--- src/rtl/stepper_pkg.sv ---
// Shared widths, FSM state type and half-period helper for the step pulse generator.
package stepper_pkg;

    localparam int unsigned DATA_WIDTH = 32;
    localparam int unsigned CNT_WIDTH  = DATA_WIDTH - 1;
    localparam int unsigned DIR_BIT    = DATA_WIDTH - 1;

    typedef enum logic [1:0] {
        IDLE  = 2'd0,
        SETUP = 2'd1,
        HIGH  = 2'd2,
        LOW   = 2'd3
    } state_e;

    // A programmed half-period of zero behaves as one clock.
    function automatic logic [DATA_WIDTH-1:0] eff_half_period(input logic [DATA_WIDTH-1:0] hp);
        return (hp == '0) ? DATA_WIDTH'(1) : hp;
    endfunction

endpackage

--- src/rtl/step_pulse_gen_if.sv ---
// Configuration, control and status bundle between the register block and the step pulse generator.
interface step_pulse_gen_if;
    import stepper_pkg::*;

    logic [DATA_WIDTH-1:0] half_period_in;
    logic [DATA_WIDTH-1:0] cmd_in;
    logic                  start_in;
    logic                  abort_in;
    logic                  step_out;
    logic                  dir_out;
    logic                  busy_out;
    logic                  done_out;
    logic [CNT_WIDTH-1:0]  steps_left_out;

    modport master (
        output half_period_in, cmd_in, start_in, abort_in,
        input  step_out, dir_out, busy_out, done_out, steps_left_out
    );

    modport slave (
        input  half_period_in, cmd_in, start_in, abort_in,
        output step_out, dir_out, busy_out, done_out, steps_left_out
    );

endinterface

--- src/rtl/half_period_timer.sv ---
// Loadable down-counter that paces each phase of the step waveform.
module half_period_timer
    import stepper_pkg::*;
(
    input  logic                  clk_in,
    input  logic                  rst_n_in,
    input  logic                  load_in,
    input  logic [DATA_WIDTH-1:0] load_val_in,
    input  logic                  en_in,
    output logic                  zero_c
);

    logic [DATA_WIDTH-1:0] cnt_q;
    logic [DATA_WIDTH-1:0] cnt_d;

    always_comb begin
        cnt_d = cnt_q;
        if (load_in) begin
            cnt_d = load_val_in;
        end else if (en_in && (cnt_q != '0)) begin
            cnt_d = cnt_q - DATA_WIDTH'(1);
        end
    end

    always_ff @(posedge clk_in or negedge rst_n_in) begin
        if (!rst_n_in) begin
            cnt_q <= '0;
        end else begin
            cnt_q <= cnt_d;
        end
    end

    assign zero_c = (cnt_q == '0);

endmodule

--- src/rtl/step_pulse_gen.sv ---
// Emits a bounded STEP pulse train with DIR setup for an external stepper driver.
module step_pulse_gen
    import stepper_pkg::*;
(
    input  logic               clk_in,
    input  logic               rst_n_in,
    step_pulse_gen_if.slave    bus
);

    state_e                state_q, state_d;
    logic                  step_q, step_d;
    logic                  dir_q, dir_d;
    logic                  busy_q, busy_d;
    logic                  done_q, done_d;
    logic [CNT_WIDTH-1:0]  left_q, left_d;
    logic [DATA_WIDTH-1:0] p_q, p_d;

    logic                  tmr_load_c;
    logic [DATA_WIDTH-1:0] tmr_val_c;
    logic                  tmr_zero_c;
    logic [CNT_WIDTH-1:0]  n_c;
    logic [DATA_WIDTH-1:0] p_start_c;

    assign n_c       = bus.cmd_in[CNT_WIDTH-1:0];
    assign p_start_c = eff_half_period(bus.half_period_in);

    half_period_timer u_timer (
        .clk_in      (clk_in),
        .rst_n_in    (rst_n_in),
        .load_in     (tmr_load_c),
        .load_val_in (tmr_val_c),
        .en_in       (state_q != IDLE),
        .zero_c      (tmr_zero_c)
    );

    // Next-state and output decode; abort outranks phase expiry in every active state.
    always_comb begin
        state_d    = state_q;
        step_d     = step_q;
        dir_d      = dir_q;
        busy_d     = busy_q;
        done_d     = 1'b0;
        left_d     = left_q;
        p_d        = p_q;
        tmr_load_c = 1'b0;
        tmr_val_c  = p_q - DATA_WIDTH'(1);

        if (state_q == IDLE) begin
            if (bus.start_in && !bus.abort_in) begin
                if (n_c != '0) begin
                    p_d        = p_start_c;
                    dir_d      = bus.cmd_in[DIR_BIT];
                    busy_d     = 1'b1;
                    left_d     = n_c;
                    tmr_load_c = 1'b1;
                    tmr_val_c  = p_start_c - DATA_WIDTH'(1);
                    state_d    = SETUP;
                end else begin
                    done_d = 1'b1;
                end
            end
        end else if (bus.abort_in) begin
            step_d  = 1'b0;
            busy_d  = 1'b0;
            state_d = IDLE;
        end else if (tmr_zero_c) begin
            unique case (state_q)
                SETUP: begin
                    step_d     = 1'b1;
                    tmr_load_c = 1'b1;
                    state_d    = HIGH;
                end
                HIGH: begin
                    step_d     = 1'b0;
                    tmr_load_c = 1'b1;
                    state_d    = LOW;
                end
                LOW: begin
                    left_d = left_q - CNT_WIDTH'(1);
                    if (left_q == CNT_WIDTH'(1)) begin
                        busy_d  = 1'b0;
                        done_d  = 1'b1;
                        state_d = IDLE;
                    end else begin
                        step_d     = 1'b1;
                        tmr_load_c = 1'b1;
                        state_d    = HIGH;
                    end
                end
                default: state_d = IDLE;
            endcase
        end
    end

    always_ff @(posedge clk_in or negedge rst_n_in) begin
        if (!rst_n_in) begin
            state_q <= IDLE;
            step_q  <= 1'b0;
            dir_q   <= 1'b0;
            busy_q  <= 1'b0;
            done_q  <= 1'b0;
            left_q  <= '0;
            p_q     <= DATA_WIDTH'(1);
        end else begin
            state_q <= state_d;
            step_q  <= step_d;
            dir_q   <= dir_d;
            busy_q  <= busy_d;
            done_q  <= done_d;
            left_q  <= left_d;
            p_q     <= p_d;
        end
    end

    assign bus.step_out       = step_q;
    assign bus.dir_out        = dir_q;
    assign bus.busy_out       = busy_q;
    assign bus.done_out       = done_q;
    assign bus.steps_left_out = left_q;

endmodule

--- src/flat_wrapper.sv ---
// flat-port wrapper written by rule: the top's interface ports become plain ports
module step_pulse_gen_flat import stepper_pkg::*;
  (clk_in, rst_n_in, bus_half_period_in, bus_cmd_in, bus_start_in, bus_abort_in, bus_step_out, bus_dir_out, bus_busy_out, bus_done_out, bus_steps_left_out);
  step_pulse_gen_if bus_i ();
  input  logic clk_in;
  input  logic rst_n_in;
  input wire logic [$bits(bus_i.half_period_in)-1:0] bus_half_period_in;
  input wire logic [$bits(bus_i.cmd_in)-1:0] bus_cmd_in;
  input wire logic [$bits(bus_i.start_in)-1:0] bus_start_in;
  input wire logic [$bits(bus_i.abort_in)-1:0] bus_abort_in;
  output wire logic [$bits(bus_i.step_out)-1:0] bus_step_out;
  output wire logic [$bits(bus_i.dir_out)-1:0] bus_dir_out;
  output wire logic [$bits(bus_i.busy_out)-1:0] bus_busy_out;
  output wire logic [$bits(bus_i.done_out)-1:0] bus_done_out;
  output wire logic [$bits(bus_i.steps_left_out)-1:0] bus_steps_left_out;
  assign bus_i.half_period_in = bus_half_period_in;
  assign bus_i.cmd_in = bus_cmd_in;
  assign bus_i.start_in = bus_start_in;
  assign bus_i.abort_in = bus_abort_in;
  assign bus_step_out = bus_i.step_out;
  assign bus_dir_out = bus_i.dir_out;
  assign bus_busy_out = bus_i.busy_out;
  assign bus_done_out = bus_i.done_out;
  assign bus_steps_left_out = bus_i.steps_left_out;
  step_pulse_gen u_core (.clk_in(clk_in), .rst_n_in(rst_n_in), .bus(bus_i));
endmodule
--- config.mk ---
export PLATFORM = sky130hd
export DESIGN_NAME = step_pulse_gen_flat
export DESIGN_NICKNAME = d
export VERILOG_FILES = /design/src/rtl/stepper_pkg.sv /design/src/rtl/step_pulse_gen_if.sv /design/src/rtl/half_period_timer.sv /design/src/rtl/step_pulse_gen.sv /design/src/flat_wrapper.sv
export SDC_FILE = /design/constraint.sdc
export NUM_CORES = 1
export LEC_CHECK = 0
export CAP_MARGIN = 20
export CORE_MARGIN = 2
export CORE_UTILIZATION = 44
export DETAILED_ROUTE_END_ITERATION = 12
export GPL_TIMING_DRIVEN = 0
export HOLD_SLACK_MARGIN = 0.08
export PLACE_DENSITY = 0.67
export SYNTH_ARGS = -nofsm -noshare
export SYNTH_HDL_FRONTEND = slang
export SYNTH_HIERARCHICAL = 1
export SYNTH_SLANG_ARGS = --single-unit
--- constraint.sdc ---
create_clock -name clk_in -period 3 [get_ports clk_in]
set_input_delay 0.45 -clock clk_in [delete_from_list [all_inputs] [get_ports clk_in]]
set_output_delay 0.45 -clock clk_in [all_outputs]
set_load 0.005 [all_outputs]
==> out/summary.txt, run 1 <==
clk buf depth -> 2
EDFF count, synth -> 0
core footprint -> 15900 um^2
CP startpoint kind -> register
worst hold slack -> 174 ps
GR Util met3 -> 6.07%
maxcap violations -> 0
hold-fix buffers at CTS -> 0
die width -> 132 um
PortBufs -> 100
first-pass GRT wire length -> 37500 um
Pwr Density -> 837 nW/um^2
cells along the critical path -> or4_4 -> or4_4 -> buf_6 -> nor3_4 -> nand4b_1 -> xor2_1 -> o21ai_0 -> a32o_1 -> a31o_2
placer's final routability congestion estimate -> 0.902
sequential fraction of the synthesis area -> 35.1%
worst slack, placed -> -1390 ps
CTS buffer count -> 9
power consumption -> 7.73 mW
initial antenna violation count -> 0
clk_skew -> 8.33 ps
worst hold path class -> in2async
Syn Inst Count -> 893
crit path time final -> 2980 ps
critical path type -> reg2reg
post-route setup slack -> 20.3 ps
ys flop type -> dfrtp_1
top cell type's share of synthesized area -> 34.8%
vias in the first global route -> 6868
Peak VDD IR -> 387 uV
maximum fanout along the worst path -> 7
H-tree depth -> 3
CTS Sinks -> 101
Netlist cell types -> 78
final-stage net count -> 1104
layout cells sized above 1 -> 13.4%
HPWL after DPL -> 17200 um
GR Util All Layers -> 26.7%
fin area -> 9230 um^2
largest net degree at the start of global routing -> 64
Fmax -> 336 MHz
Antenna diodes -> 0
drt first pass iters -> 6
fin. max-slew vios -> 0
Mapped Nets -> 970
total routed wirelength -> 23400 um
Initial Utilization -> 45.1%
grt peak-use layer -> met2
Ys Warns -> 6
Die Area -> 17400 um^2
Max-slew headroom -> 43.6%
# IOs -> 103
Critical Path Sink Type -> register
CP bufs+invs -> 1
CP required -> 3240 ps
cell repeated most along the worst path -> or4_4
Vias/cell -> 5.95
FFs w/ async S/R, synth -> 100%
1st-iter DRT viols -> 723
TritonCTS clock tree -> built
Vias -> 7421
gr ovfl total -> 0
Synth Register Bits -> 101
clock-pin slew on the worst setup and hold paths -> 70 ps
RSZ-0062 raised after global routing -> yes
post-route ant nets -> 0
fillcell total -> 1467
placed cell area -> 8520 um^2
worst skew pair latency -> 360 ps
wire per inst -> 18.8 um
Worst path top cell family by delay -> simple AND/OR/NAND/NOR gates
Static Leak -> 3.65 nW
final non-filler cell total -> 1247
area leader, netlist -> dfrtp_1
syn avg cell area -> 8.06 um^2
root buffer cell -> clkbuf_16
WP data arrival -> 3220 ps
Max stage delay on crit path -> 580 ps
row count -> 46
Area contributors post-synth -> dfrtp_1 (35%), nand2_1 (8.1%), nor2_1 (4.5%)
DRC Markers -> 0
final hold viol count -> 0
synthesized area -> 7190 um^2
placed cells -> 1210
GRT met2 Usage -> 40.5%
period utilization -> 99.3%
Reg2Reg Setup Slack -> 20 ps
Slowest-stage cell, CP -> or4_4
status -> complete, no violations
Die Y -> 132 um
Tightest Pin Transition -> 846 ps
Setup-failing EPs final -> 0
GR Util met1 -> 38.9%
Synth-to-Final Area Change -> 28.2%
-- final timing paths --
check,from,to,cells after the start
hold reg to reg,u_core/bus.dir_out$_DFFE_PN0P_,u_core/bus.dir_out$_DFFE_PN0P_,2
hold / removal,rst_n_in,u_core/bus.steps_left_out[28]$_DFFE_PN0P_,1
setup / recovery,u_core/p_q[10]$_DFFE_PN0P_,u_core/u_timer/cnt_q[27]$_DFFE_PN0P_,9
setup reg to reg,u_core/p_q[10]$_DFFE_PN0P_,u_core/u_timer/cnt_q[27]$_DFFE_PN0P_,9
min in group clk_in,bus_half_period_in[9],u_core/p_q[9]$_DFFE_PN0P_,3
max in group asynchronous,rst_n_in,u_core/u_timer/cnt_q[24]$_DFFE_PN0P_,2
-- where the power goes --
part	total (mW)	switching [mW]	internal [mW]
Clock	1.30	0.523	0.775
Sequential	2.81	0.820	1.99
Combinational	3.61	1.95	1.66
-- through the flow --
step	TNS [ps]	utilization [%]
floorplan	-3.34	-
detailed placement	-72160	53.4
finish	0	57.9
CTS	0	56.9
global placement	-331990	53.3
global route	-149	57.9
-- cells in the mapped netlist, types with 6 or more instances --
| library cell | count |
|---|---|
| dfrtp_1 | 100 |
| mux2i_1 | 9 |
| o21ai_0 | 50 |
| or3_1 | 23 |
| o22ai_1 | 7 |
| nor3_1 | 49 |
| nand3_1 | 21 |
| o41ai_1 | 7 |
| o31ai_1 | 6 |
| nor2_1 | 87 |
| and3_1 | 11 |
| xnor2_1 | 33 |
| o211ai_1 | 10 |
| a31oi_1 | 15 |
| inv_1 | 17 |
| ha_1 | 9 |
| xor2_1 | 30 |
| or4_1 | 18 |
| o21a_1 | 6 |
| nor4_1 | 27 |
| or2_2 | 6 |
| nand4_1 | 20 |
| nand2_1 | 155 |
| a21oi_1 | 31 |
| clkbuf_1 | 40 |
-- routing by layer --
metal  up-vias  wire length [um]
met5         -                 0
met4         0               319
met3        28              1660
met2       275             10500
met1      3573             11000
li1       3545                 -
-- kinds of logic after synthesis --
family                     count (synthesis)  synth area share (%)
adders and majority gates                  9                  1.57
buffers and inverters                     66                  3.95
muxes                                     11                  1.57
xor gates and xnor gates                  63                  7.67
AOI/OAI and AO/OA                        183                  17.1
and+or+nand+nor                          460                  33.0
DFF                                      101                  35.1
-- flip-flops by register name, summed over array words and instances, names as in the netlist --
register                   flops
u_core/p_q                    32
u_core/u_timer/cnt_q          32
u_core/bus.steps_left_out     31
u_core/state_q                 2
u_core/bus.busy_out            1
u_core/bus.dir_out             1
u_core/bus.done_out            1
u_core/bus.step_out            1
-- what timing repair did --
item | 4_1_cts | 5_1_grt
cloned | 1 | 0
endpoints found under the setup margin | 66 | 61
gates resized for setup | 64 | 40
pin swaps | 15 | 10
buffers inserted | 13 | 13
-- layout make-up --
type,count,area (um^2),share of cell area (%)
clock buffers,12,256,2.78
repair buffers,128,1190,12.9
plain buffers,43,284,3.08
clock inverters,3,68.8,0.746
well taps,216,270,2.93
flip-flops and latches,101,2530,27.4
multi-input cells,726,4560,49.4
inverters,18,68.8,0.746
-- worst reg2reg max path: cells and delay by family, from the launching register on --
kind	cells	cell delay (ps)
and+or+nand+nor	4	1520
xor gates and xnor gates	1	150
buffers and inverters	1	150
DFF	1	440
AOI/OAI and AO/OA	3	610
-- placed cells by master, fill, tap and decap left out, types with 23 or more instances in the layout --
cell type        count
or3_1               23
buf_4               29
nor2_1              86
xnor2_1             33
a21oi_1             30
nor3_1              46
xor2_1              30
clkdlybuf4s50_1     87
nand2_1            151
o21ai_0             49
dfrtp_1             99
nor4_1              24
(Power assumes the default switching activity.)
==> inputs of run 2 (changes only) <==
- PLACE_DENSITY: 0.67 -> 0.69
==> out/summary.txt, run 2 (synthesis gave the netlist of run 1 again) <==
HPWL after DPL -> 16800 um (-2.0%)
Tightest Pin Transition -> 704 ps (-142 ps)
final hold viol count -> 0 (unchanged)
row count -> 46 (unchanged)
Max-slew headroom -> 52.7% (+9.1 points)
CTS Sinks -> 101 (unchanged)
crit path time final -> 2950 ps (-26.0 ps)
H-tree depth -> 3 (unchanged)
clk_skew -> 8.79 ps (+0.461 ps)
core footprint -> 15900 um^2 (unchanged)
Die Y -> 132 um (unchanged)
worst reg2reg path depth -> 10 (+1)
RR Endpoint -> u_core/u_timer/cnt_q[24]$_DFFE_PN0P_
final-stage net count -> 1109 (+0.45%)
wire per inst -> 19.0 um (+1.0%)
largest net degree at the start of global routing -> 69 (+7.8%)
post-route ant nets -> 0 (unchanged)
CP startpoint kind -> register
Peak VDD IR -> 384 uV (-0.66%)
crit path capture -> u_core/u_timer/cnt_q[24]$_DFFE_PN0P_
fin. max-slew vios -> 0 (unchanged)
TritonCTS clock tree -> built
critical path type -> reg2reg
first-pass GRT wire length -> 37700 um (+0.53%)
vias in the first global route -> 6854 (-0.20%)
CTS buffer count -> 9 (unchanged)
worst skew pair latency -> 360 ps (about the same)
Static Leak -> 3.67 nW (+0.50%)
Setup TNS Final -> 0 ps (unchanged)
Antenna diodes -> 0 (unchanged)
most common cell after layout, fill and taps aside -> nand2_1
Setup-failing EPs final -> 0 (unchanged)
Pwr Density -> 817 nW/um^2 (-2.4%)
Critical Path Sink Type -> register
Vias -> 7505 (+1.1%)
status -> complete, no violations
Reg2Reg Setup Slack -> 50 ps (+30 ps)
total routed wirelength -> 23800 um (+1.4%)
Die Area -> 17400 um^2 (unchanged)
Synth-to-Final Area Change -> 28.6%
RSZ-0062 raised after global routing -> yes
die width -> 132 um (unchanged)
fin util -> 58.0% (+0.14 points)
PortBufs -> 100 (unchanged)
WP data arrival -> 3180 ps (-40 ps)
worst hold path class -> in2reg
placer's final routability congestion estimate -> 0.937 (+3.8%)
# IOs -> 103 (unchanged)
period utilization -> 98.5% (-0.87 points)
Vias/cell -> 5.99 (+0.73%)
GR Util All Layers -> 26.8% (+0.18 points)
drt first pass iters -> 7 (+1)
clk buf depth -> 2 (unchanged)
fillcell total -> 1528 (+4.2%)
1st-iter DRT viols -> 792 (+9.5%)
DRC Markers -> 0 (unchanged)
clock-pin slew on the worst setup and hold paths -> 70 ps (about the same)
CP required -> 3230 ps (about the same)
Initial Utilization -> 45.1% (unchanged)
initial antenna violation count -> 0 (unchanged)
layout cells sized above 1 -> 13.5% (+0.13 points)
Critical Path Source -> u_core/bus.steps_left_out[23]$_DFFE_PN0P_
maximum fanout along the worst path -> 10 (+3)
Critical R2R Launch -> u_core/bus.steps_left_out[23]$_DFFE_PN0P_
commonest cells after routing, fill and taps aside -> nand2_1 (152), dfrtp_1 (99), nor2_1 (86), clkdlybuf4s50_1 (85), nor3_1 (46)
worst hold slack -> 367 ps (+193 ps)
root buffer cell -> clkbuf_16
Fmax -> 339 MHz (+0.88%)
gr ovfl total -> 0 (unchanged)
maxcap violations -> 0 (unchanged)
-- run 2: cell types whose count changed in the layout (fill, tap and decap cells not counted), sizes merged --
| cell | previous run | this run |
|---|---|---|
| buf | 40 | 48 |
| clkdlybuf4s50 | 87 | 85 |
| bufinv | 2 | 0 |
| clkinv | 2 | 3 |
| dlygate4sd3 | 0 | 1 |
| clkbuf | 51 | 47 |
| clkinvlp | 0 | 2 |
| dlygate4sd2 | 2 | 1 |
| dlymetal6s2s | 0 | 2 |
-- run 2: where the power goes --
group | switching, mW | total [mW] | internal (mW)
sequential | 0.826 | 2.82 | 1.99
clock | 0.537 | 1.12 | 0.579
combinational | 1.96 | 3.62 | 1.66
-- run 2: layout make-up --
class	count	area (um^2)	share of cell area, %
timing repair buffer	133	1240	13.4
sequential	101	2530	27.4
tap	216	270	2.92
buffer	43	295	3.19
multi-input combinational	726	4580	49.5
inverter	18	68.8	0.744
clock buffer	11	243	2.62
clock inverter	4	25.0	0.271
-- run 2: worst min path at each step --
stage / start / end / slack, ps / cells past startpoint
final: bus_half_period_in[24] / u_core/p_q[24]$_DFFE_PN0P_ / 370 / 3
after global routing: bus_half_period_in[27] / u_core/p_q[27]$_DFFE_PN0P_ / 390 / 3
after CTS: bus_half_period_in[10] / u_core/p_q[10]$_DFFE_PN0P_ / 450 / 3
after detailed placement: rst_n_in / u_core/bus.dir_out$_DFFE_PN0P_ / 450 / 1
after global placement: u_core/bus.dir_out$_DFFE_PN0P_ / u_core/bus.dir_out$_DFFE_PN0P_ / 470 / 2
after floorplan: rst_n_in / u_core/bus.busy_out$_DFFE_PN0P_ / 150 / 0
-- run 2: what timing repair did --
action / CTS / global route
hold endpoints to repair: 27 / 0
gates resized for setup: 66 / 54
hold buffers: 1 / 0
setup buffers: 14 / 16
setup endpoints to repair: 66 / 59
pin swaps: 11 / 20
gates cloned: 1 / 0
-- run 2: worst max-delay path, cell delays in order, from the launching register on --
cell and delay [ps]:
dfrtp_1 410, or4_4 530, or4_4 460, o41a_1 420
o211ai_1 170, nand2_1 130, buf_8 170, clkbuf_8 170
clkbuf_8 170, nand2_1 100, o21ai_0 90
-- run 2: per-layer routing --
layer | vias up | routed length (um) | share of wire [%] | track usage [%]
met5 | - | 0 | 0 | 0
met4 | 0 | 297 | 1.2 | 7.61
met3 | 24 | 1770 | 7.5 | 3.42
met2 | 312 | 10800 | 45 | 40.1
met1 | 3609 | 10900 | 46 | 40.6
li1 | 3560 | - | - | -
-- run 2: stage by stage --
step / cells / setup slack, ps / power, mW / instance area (um^2)
final: 1252 / 46.3 / 7.56 / 9250
after global routing: 1252 / -31.2 / 8.08 / 9250
after CTS: 1236 / -7.56 / 7.42 / 9070
after detailed placement: 1210 / -1350 / 6.18 / 8520
after global placement: 1209 / -2610 / 6.12 / 8500
after floorplan: 893 / -2.16 / 4.79 / 7230
